--- src/rtl/wb_wait_bridge_pkg.sv ---
// Shared types and widths for the wait-state bridge.
package wb_tb_pkg;

   localparam int WB_ADR_W = 30;
   localparam int WB_DAT_W = 32;
   localparam int WB_SEL_W = 4;
   localparam logic [WB_DAT_W-1:0] WB_FAULT_DATA = 32'hDEAD_BEEF;

   typedef enum logic [1:0] {
      ST_IDLE,
      ST_WAIT,
      ST_ACCESS,
      ST_ACK
   } wb_wait_state_t;

endpackage

--- src/rtl/wb_wait_bridge_if.sv ---
// Bus bundle for the bridge: core request side (m_*) and memory side (s_*).
// The slave modport is the bridge's view; master is the surrounding
// core/memory environment.
interface wb_wait_bridge_if;
   import wb_tb_pkg::*;

   logic                m_cyc_i;
   logic                m_stb_i;
   logic                m_we_i;
   logic [WB_SEL_W-1:0] m_sel_i;
   logic [WB_ADR_W-1:0] m_adr_i;
   logic [WB_DAT_W-1:0] m_dat_i;
   logic                m_ack_o;
   logic [WB_DAT_W-1:0] m_dat_o;
   logic                s_cyc_o;
   logic                s_stb_o;
   logic                s_we_o;
   logic [WB_SEL_W-1:0] s_sel_o;
   logic [WB_ADR_W-1:0] s_adr_o;
   logic [WB_DAT_W-1:0] s_dat_o;
   logic                s_ack_i;
   logic [WB_DAT_W-1:0] s_dat_i;
   logic                fault_o;

   modport slave (
      input  m_cyc_i, m_stb_i, m_we_i, m_sel_i, m_adr_i, m_dat_i,
      output m_ack_o, m_dat_o,
      output s_cyc_o, s_stb_o, s_we_o, s_sel_o, s_adr_o, s_dat_o,
      input  s_ack_i, s_dat_i,
      output fault_o
   );

   modport master (
      output m_cyc_i, m_stb_i, m_we_i, m_sel_i, m_adr_i, m_dat_i,
      input  m_ack_o, m_dat_o,
      input  s_cyc_o, s_stb_o, s_we_o, s_sel_o, s_adr_o, s_dat_o,
      output s_ack_i, s_dat_i,
      input  fault_o
   );

endinterface

--- src/rtl/wb_wait_bridge_lfsr.sv ---
// 16-bit Fibonacci LFSR (taps 16,14,13,11) that steps once per advance pulse.
module wb_lfsr16 (
   input  logic        clk,
   input  logic        rst,
   input  logic        advance,
   input  logic [15:0] seed,
   output logic [15:0] value
);

   // Shift register, reloaded with the seed on reset.
   always_ff @(posedge clk or posedge rst) begin
      if (rst) begin
         value <= seed;
      end else if (advance) begin
         value <= {value[14:0], value[15] ^ value[13] ^ value[12] ^ value[10]};
      end
   end

endmodule

--- src/rtl/wb_wait_bridge.sv ---
// Wait-state bridge between the core bus master and the memory decode.
// Build option: define WB_RANDOM_WAIT_EN to draw the per-request wait count
// from an LFSR instead of the fixed WAIT_CYCLES value.
//
// state     | meaning
// ST_IDLE   | waiting for m_cyc_i & m_stb_i, request fields latched on accept
// ST_WAIT   | counting down inserted wait states, m_cyc_i drop aborts
// ST_ACCESS | memory strobe driven, ends on s_ack_i or timeout
// ST_ACK    | one-cycle m_ack_o to the core (unless the core dropped cyc)
module wb_wait_bridge
   import wb_tb_pkg::*;
#(
   parameter int unsigned WAIT_CYCLES = 2,
   parameter int unsigned TIMEOUT     = 16,
   parameter logic [15:0] LFSR_SEED   = 16'hACE1
) (
   input logic             clk,
   input logic             rst,
   wb_wait_bridge_if.slave bus
);

   localparam int TO_W = $clog2(TIMEOUT + 1);

   wb_wait_state_t      state_q, state_d;
   logic [3:0]          wait_cnt_q;
   logic [3:0]          wait_init;
   logic [TO_W-1:0]     to_cnt_q;
   logic                req;
   logic                timed_out;
   logic                drop_q;
   logic                we_q;
   logic                ack_q;
   logic                fault_q;
   logic [WB_ADR_W-1:0] adr_q;
   logic [WB_DAT_W-1:0] wdat_q;
   logic [WB_DAT_W-1:0] rdat_q;
   logic [WB_SEL_W-1:0] sel_q;

   assign req       = bus.m_cyc_i & bus.m_stb_i;
   assign timed_out = (to_cnt_q == TO_W'(TIMEOUT));

`ifdef WB_RANDOM_WAIT_EN
   logic [15:0] lfsr_value;

   wb_lfsr16 u_lfsr (
      .clk     (clk),
      .rst     (rst),
      .advance (state_q == ST_IDLE && req),
      .seed    (LFSR_SEED),
      .value   (lfsr_value)
   );

   assign wait_init = lfsr_value[3:0];
`else
   localparam logic [15:0] unused_lfsr_seed = LFSR_SEED;

   assign wait_init = 4'(WAIT_CYCLES);
`endif

   // State register.
   always_ff @(posedge clk or posedge rst) begin
      if (rst) state_q <= ST_IDLE;
      else     state_q <= state_d;
   end

   // Next-state decode.
   always_comb begin
      state_d = state_q;
      case (state_q)
         ST_IDLE:   if (req) state_d = (wait_init == 4'd0) ? ST_ACCESS : ST_WAIT;
         ST_WAIT:   if (!bus.m_cyc_i)            state_d = ST_IDLE;
                    else if (wait_cnt_q == 4'd1) state_d = ST_ACCESS;
         ST_ACCESS: if (bus.s_ack_i || timed_out) state_d = ST_ACK;
         ST_ACK:    state_d = ST_IDLE;
         default:   state_d = ST_IDLE;
      endcase
   end

   // Request latch, counters, read data capture, ack pulse and sticky fault.
   always_ff @(posedge clk or posedge rst) begin
      if (rst) begin
         adr_q      <= '0;
         wdat_q     <= '0;
         sel_q      <= '0;
         we_q       <= 1'b0;
         wait_cnt_q <= '0;
         to_cnt_q   <= '0;
         drop_q     <= 1'b0;
         ack_q      <= 1'b0;
         rdat_q     <= '0;
         fault_q    <= 1'b0;
      end else begin
         ack_q <= 1'b0;
         case (state_q)
            ST_IDLE: begin
               if (req) begin
                  adr_q      <= bus.m_adr_i;
                  wdat_q     <= bus.m_dat_i;
                  sel_q      <= bus.m_sel_i;
                  we_q       <= bus.m_we_i;
                  wait_cnt_q <= wait_init;
                  to_cnt_q   <= '0;
                  drop_q     <= 1'b0;
               end
            end
            ST_WAIT: wait_cnt_q <= wait_cnt_q - 4'd1;
            ST_ACCESS: begin
               // A core that walked away mid-access still gets the access
               // finished, but never sees the ack for it.
               if (!bus.m_cyc_i) drop_q <= 1'b1;
               if (bus.s_ack_i) begin
                  if (!we_q) rdat_q <= bus.s_dat_i;
                  ack_q <= bus.m_cyc_i & ~drop_q;
               end else if (timed_out) begin
                  fault_q <= 1'b1;
                  rdat_q  <= WB_FAULT_DATA;
                  ack_q   <= bus.m_cyc_i & ~drop_q;
               end else begin
                  to_cnt_q <= to_cnt_q + TO_W'(1);
               end
            end
            default: ;
         endcase
      end
   end

   assign bus.m_ack_o = ack_q;
   assign bus.m_dat_o = rdat_q;
   assign bus.s_cyc_o = (state_q == ST_ACCESS);
   assign bus.s_stb_o = (state_q == ST_ACCESS);
   assign bus.s_we_o  = (state_q == ST_ACCESS) & we_q;
   assign bus.s_sel_o = sel_q;
   assign bus.s_adr_o = adr_q;
   assign bus.s_dat_o = wdat_q;
   assign bus.fault_o = fault_q;

endmodule

--- src/flat_wrapper.sv ---
// flat-port wrapper written by rule: the top's interface ports become plain ports
module wb_wait_bridge_flat import wb_tb_pkg::*;
#(
   parameter int unsigned WAIT_CYCLES = 2,
   parameter int unsigned TIMEOUT     = 16,
   parameter logic [15:0] LFSR_SEED   = 16'hACE1
)
  (clk, rst, bus_m_cyc_i, bus_m_stb_i, bus_m_we_i, bus_m_sel_i, bus_m_adr_i, bus_m_dat_i, bus_m_ack_o, bus_m_dat_o, bus_s_cyc_o, bus_s_stb_o, bus_s_we_o, bus_s_sel_o, bus_s_adr_o, bus_s_dat_o, bus_s_ack_i, bus_s_dat_i, bus_fault_o);
  wb_wait_bridge_if bus_i ();
  input logic clk;
  input logic rst;
  input wire logic [$bits(bus_i.m_cyc_i)-1:0] bus_m_cyc_i;
  input wire logic [$bits(bus_i.m_stb_i)-1:0] bus_m_stb_i;
  input wire logic [$bits(bus_i.m_we_i)-1:0] bus_m_we_i;
  input wire logic [$bits(bus_i.m_sel_i)-1:0] bus_m_sel_i;
  input wire logic [$bits(bus_i.m_adr_i)-1:0] bus_m_adr_i;
  input wire logic [$bits(bus_i.m_dat_i)-1:0] bus_m_dat_i;
  output wire logic [$bits(bus_i.m_ack_o)-1:0] bus_m_ack_o;
  output wire logic [$bits(bus_i.m_dat_o)-1:0] bus_m_dat_o;
  output wire logic [$bits(bus_i.s_cyc_o)-1:0] bus_s_cyc_o;
  output wire logic [$bits(bus_i.s_stb_o)-1:0] bus_s_stb_o;
  output wire logic [$bits(bus_i.s_we_o)-1:0] bus_s_we_o;
  output wire logic [$bits(bus_i.s_sel_o)-1:0] bus_s_sel_o;
  output wire logic [$bits(bus_i.s_adr_o)-1:0] bus_s_adr_o;
  output wire logic [$bits(bus_i.s_dat_o)-1:0] bus_s_dat_o;
  input wire logic [$bits(bus_i.s_ack_i)-1:0] bus_s_ack_i;
  input wire logic [$bits(bus_i.s_dat_i)-1:0] bus_s_dat_i;
  output wire logic [$bits(bus_i.fault_o)-1:0] bus_fault_o;
  assign bus_i.m_cyc_i = bus_m_cyc_i;
  assign bus_i.m_stb_i = bus_m_stb_i;
  assign bus_i.m_we_i = bus_m_we_i;
  assign bus_i.m_sel_i = bus_m_sel_i;
  assign bus_i.m_adr_i = bus_m_adr_i;
  assign bus_i.m_dat_i = bus_m_dat_i;
  assign bus_m_ack_o = bus_i.m_ack_o;
  assign bus_m_dat_o = bus_i.m_dat_o;
  assign bus_s_cyc_o = bus_i.s_cyc_o;
  assign bus_s_stb_o = bus_i.s_stb_o;
  assign bus_s_we_o = bus_i.s_we_o;
  assign bus_s_sel_o = bus_i.s_sel_o;
  assign bus_s_adr_o = bus_i.s_adr_o;
  assign bus_s_dat_o = bus_i.s_dat_o;
  assign bus_i.s_ack_i = bus_s_ack_i;
  assign bus_i.s_dat_i = bus_s_dat_i;
  assign bus_fault_o = bus_i.fault_o;
  wb_wait_bridge #(.WAIT_CYCLES(WAIT_CYCLES), .TIMEOUT(TIMEOUT), .LFSR_SEED(LFSR_SEED)) u_core (.clk(clk), .rst(rst), .bus(bus_i));
endmodule
--- config.mk ---
export PLATFORM = sky130hd
export DESIGN_NAME = wb_wait_bridge_flat
export DESIGN_NICKNAME = d
export VERILOG_FILES = /design/src/rtl/wb_wait_bridge_pkg.sv /design/src/rtl/wb_wait_bridge_if.sv /design/src/rtl/wb_wait_bridge_lfsr.sv /design/src/rtl/wb_wait_bridge.sv /design/src/flat_wrapper.sv
export SDC_FILE = /design/constraint.sdc
export NUM_CORES = 1
export LEC_CHECK = 0
export CORE_MARGIN = 4
export CORE_UTILIZATION = 37
export DETAILED_ROUTE_END_ITERATION = 10
export PLACE_DENSITY = 0.76
export SLEW_MARGIN = 25
export SYNTH_ARGS = -nofsm -noshare
export SYNTH_HDL_FRONTEND = slang
export SYNTH_SLANG_ARGS = --single-unit
--- constraint.sdc ---
create_clock -name clk -period 4 [get_ports clk]
set_input_delay 1.2 -clock clk [delete_from_list [all_inputs] [get_ports clk]]
set_output_delay 1.2 -clock clk [all_outputs]
set_load 0.02 [all_outputs]
==> summary.txt <==
Drt
  • Met3 routed WL: 1.04 mm
  • First-pass DRT Iterations: 4
  • Vias per Instance: 4.73
  • DR WL met2: 6.19 mm
  • Top routing layer used: met4
  • DRT met1 WL: 4.83 mm
  • DR iter-0 viols: 267
  • # DRC: 0
  • Average wire per standard cell: 15.3 um
  • Total number of vias: 3759
  • Antenna-violating nets left: 0
  • Detailed Route WL: 12.1 mm

GRT
  • Global route overflow: 0
  • Global-route usage over all layers: 17.8%
  • Pin count of the biggest net entering global routing: 67
  • First-pass GRT wire length: 19.1 mm
  • Initial antenna violation count: 0
  • Vias in the first global route: 3955

Setup path
  • Max FO, Critical Path: 9
  • Crit path kind: flop to output port
  • Crit path capture type: output port
  • Worst Path Arrival: 2.04 ns
  • Crit start category: flop
  • Critical Path RT: 2.80 ns
  • R2r worst-path depth: 4

Synth
  • Synth top area cells: dfrtp_1, nand2_1, o22a_1, a22o_1, buf_2
  • Yosys cell types: 37
  • Register area share after synthesis: 64.1%
  • Adder-Cell Fraction of Synth Area: 1.13%
  • Yosys synthesis warning count: 0
  • Syn_area_per_cell: 10.3 um2
  • Post-synth top area cell: dfrtp_1
  • Most common cell in the netlist: nand2_1
  • Syn Nets: 538
  • Post-Synthesis Cells: 430
  • Yosys reg bits: 113
  • Post-synth top area share: 64.1%
  • Complex-gate fraction of the synthesized area: 8.34%
  • Top post-synthesis cells by count: nand2_1, dfrtp_1, o22a_1
  • Number of synthesized flops with an enable pin: 0
  • Synth Area in XOR/XNOR: 0%
  • Ys flop type: dfrtp_1
  • FFs w/ async S/R, synth: 100%
  • Largest family of logic cells by synthesized area: simple AND/OR/NAND/NOR gates
  • Post-synthesis simple-gate area fraction: 22.3%
  • Cell area after synthesis: 0.00441 mm2
  • Mux cell area share after synthesis: 0.908%

STA
  • Slew headroom: 60.8%
  • Clk_skew: 0.00660 ns
  • Final slew viol count: 0
  • Period utilization: 81.1%
  • Hold Vio Cnt, Final: 0
  • Worst-Margin Slew: 0.585 ns
  • F_max: 308 MHz
  • Final setup TNS: 0 ns
  • RSZ-0062 raised after global routing: no
  • Tmin final: 3.24 ns
  • # setup viols final: 0

Floorplan
  • Effective utilization at floorplan: 38.1%
  • Die ar.: 0.0137 mm2
  • # IOs: 207
  • Floorplan core area: 0.0116 mm2
  • Die X: 117 um
  • Die Span Y: 117 um
  • Cell Rows: 39

Place
  • HPWL Detailed: 8.74 mm
  • RD Place Congestion: 0.758
  • Port buffer count: 206

CTS
  • Sink Count: 113
  • Clock Pin Slew Worst Setup and Hold Paths: 0.05 ns
  • Post-cts gate resize count: 0
  • Num CTS Buffers: 17
  • CTS H-tree lvls: 4
  • Clk buf depth: 2
  • Worst-skew pair later-pin latency: 0.39 ns
  • CTS tree: built
  • Setup Fix Bufs, Post-CTS: 0
  • Hold buffers post-CTS: 0
  • Root buffer cell: clkbuf_16

Job
  • Max-cap violations: 0

Cells and area
  • Share of layout cells above drive strength 1: 7.52%
  • Synth-to-Final Area Change: 65.6%
  • Layout net count: 747
  • Inserted Diodes: 0

Power
  • Tot Pwr: 5.87 mW
  • Leakage Power: 3.40 nW
  • Pwr dens: 803 mW/mm2
  • Worst VDD drop: 0.372 mV

Status
  • Status: finished clean

Hold path
  • Hold Path Class: flop to flop
  • Hold depth: 1
[cell families after synthesis]
kind of cell,Yosys count
muxes,4
and+or+nand+nor,235
DFF,113
AOI/OAI and AO/OA,44
buffers and inverters,30
adders and majority gates,4
[cells in the final DEF (no fill, tap or decap), types with 3 or more instances in the layout]
master,n
nand2_1,207
clkdlybuf4s50_1,206
dfrtp_1,113
o22a_1,24
clkbuf_16,17
a22o_1,8
inv_1,6
o21ai_1,5
clkinvlp_4,5
bufinv_16,5
nand3_1,4
mux2i_1,4
nor2_1,4
ha_1,4
buf_4,4
nand3b_1,3
nand4_1,3
[area by class of cell]
| class | count | area, um2 |
|---|---|---|
| Clock inverter | 13 | 208 |
| Multi-Input combinational cell | 287 | 1470 |
| Fill cell | 955 | 4260 |
| Sequential cell | 113 | 2830 |
| Inverter | 8 | 33.8 |
| Tap cell | 143 | 179 |
| Clock buffer | 19 | 453 |
| Timing Repair Buffer | 212 | 2130 |
[worst paths after layout]
check | from | to | slack [ns]
min in group asynchronous | rst | u_core.bus.s_adr_o[4]$_DFFE_PP0P_ | 1.27
max in group asynchronous | rst | u_core.bus.s_adr_o[20]$_DFFE_PP0P_ | 2.42
worst max register to register | u_core.state_q[0]$_DFFE_PP0P_ | u_core.bus.m_dat_o[18]$_DFFE_PP0P_ | 2.16
worst min-delay path | u_core.drop_q$_DFFE_PP0P_ | u_core.bus.m_ack_o$_DFF_PP0_ | 0.44
worst min register to register | u_core.drop_q$_DFFE_PP0P_ | u_core.bus.m_ack_o$_DFF_PP0_ | 0.44
worst max-delay path | u_core.state_q[0]$_DFFE_PP0P_ | bus_s_we_o | 0.76
[critical path: stages (launching register included)]
cell	delay, ns
dfrtp_1	0.49
nand2b_4	0.22
inv_2	0.17
and2_1	0.15
clkdlybuf4s50_1	0.61
[power by group]
| part | total [mW] | switching [mW] | internal, mW |
|---|---|---|---|
| clock network | 1.66 | 0.519 | 1.14 |
| logic | 2.29 | 1.17 | 1.12 |
| registers | 1.92 | 0.292 | 1.63 |
[flip-flops by register name, indices dropped and copies added, names as in the netlist, named ones only]
register and flops:
u_core.bus.fault_o 1, u_core.bus.m_ack_o 1, u_core.bus.m_dat_o 32, u_core.bus.s_adr_o 30
u_core.bus.s_dat_o 32, u_core.bus.s_sel_o 4, u_core.drop_q 1, u_core.state_q 1
u_core.to_cnt_q 5, u_core.wait_cnt_q 4, u_core.we_q 1
[per-stage QoR]
step | worst slack (ns) | hold slack, ns | area [um2] | utilization, % | cells
2_1_floorplan | 1.43 | 0.410 | 4420 | - | 430
3_3_place_gp | 1.13 | 0.422 | 6650 | 57.5 | 763
3_5_place_dp | 1.10 | 0.436 | 6650 | 57.5 | 763
4_1_cts | 0.749 | 0.442 | 7310 | 63.2 | 795
5_1_grt | 0.652 | 0.451 | 7310 | 63.2 | 795
6_report | 0.758 | 0.440 | 7310 | 63.2 | 795
[metal layers]
layer / GRT usage [%] / vias to the layer above
met5: 0 / -
met4: 4.97 / 0
met3: 6.84 / 4
met2: 30.8 / 140
met1: 20.6 / 1792
li1: - / 1823
Power figures use the tool's default switching activity.
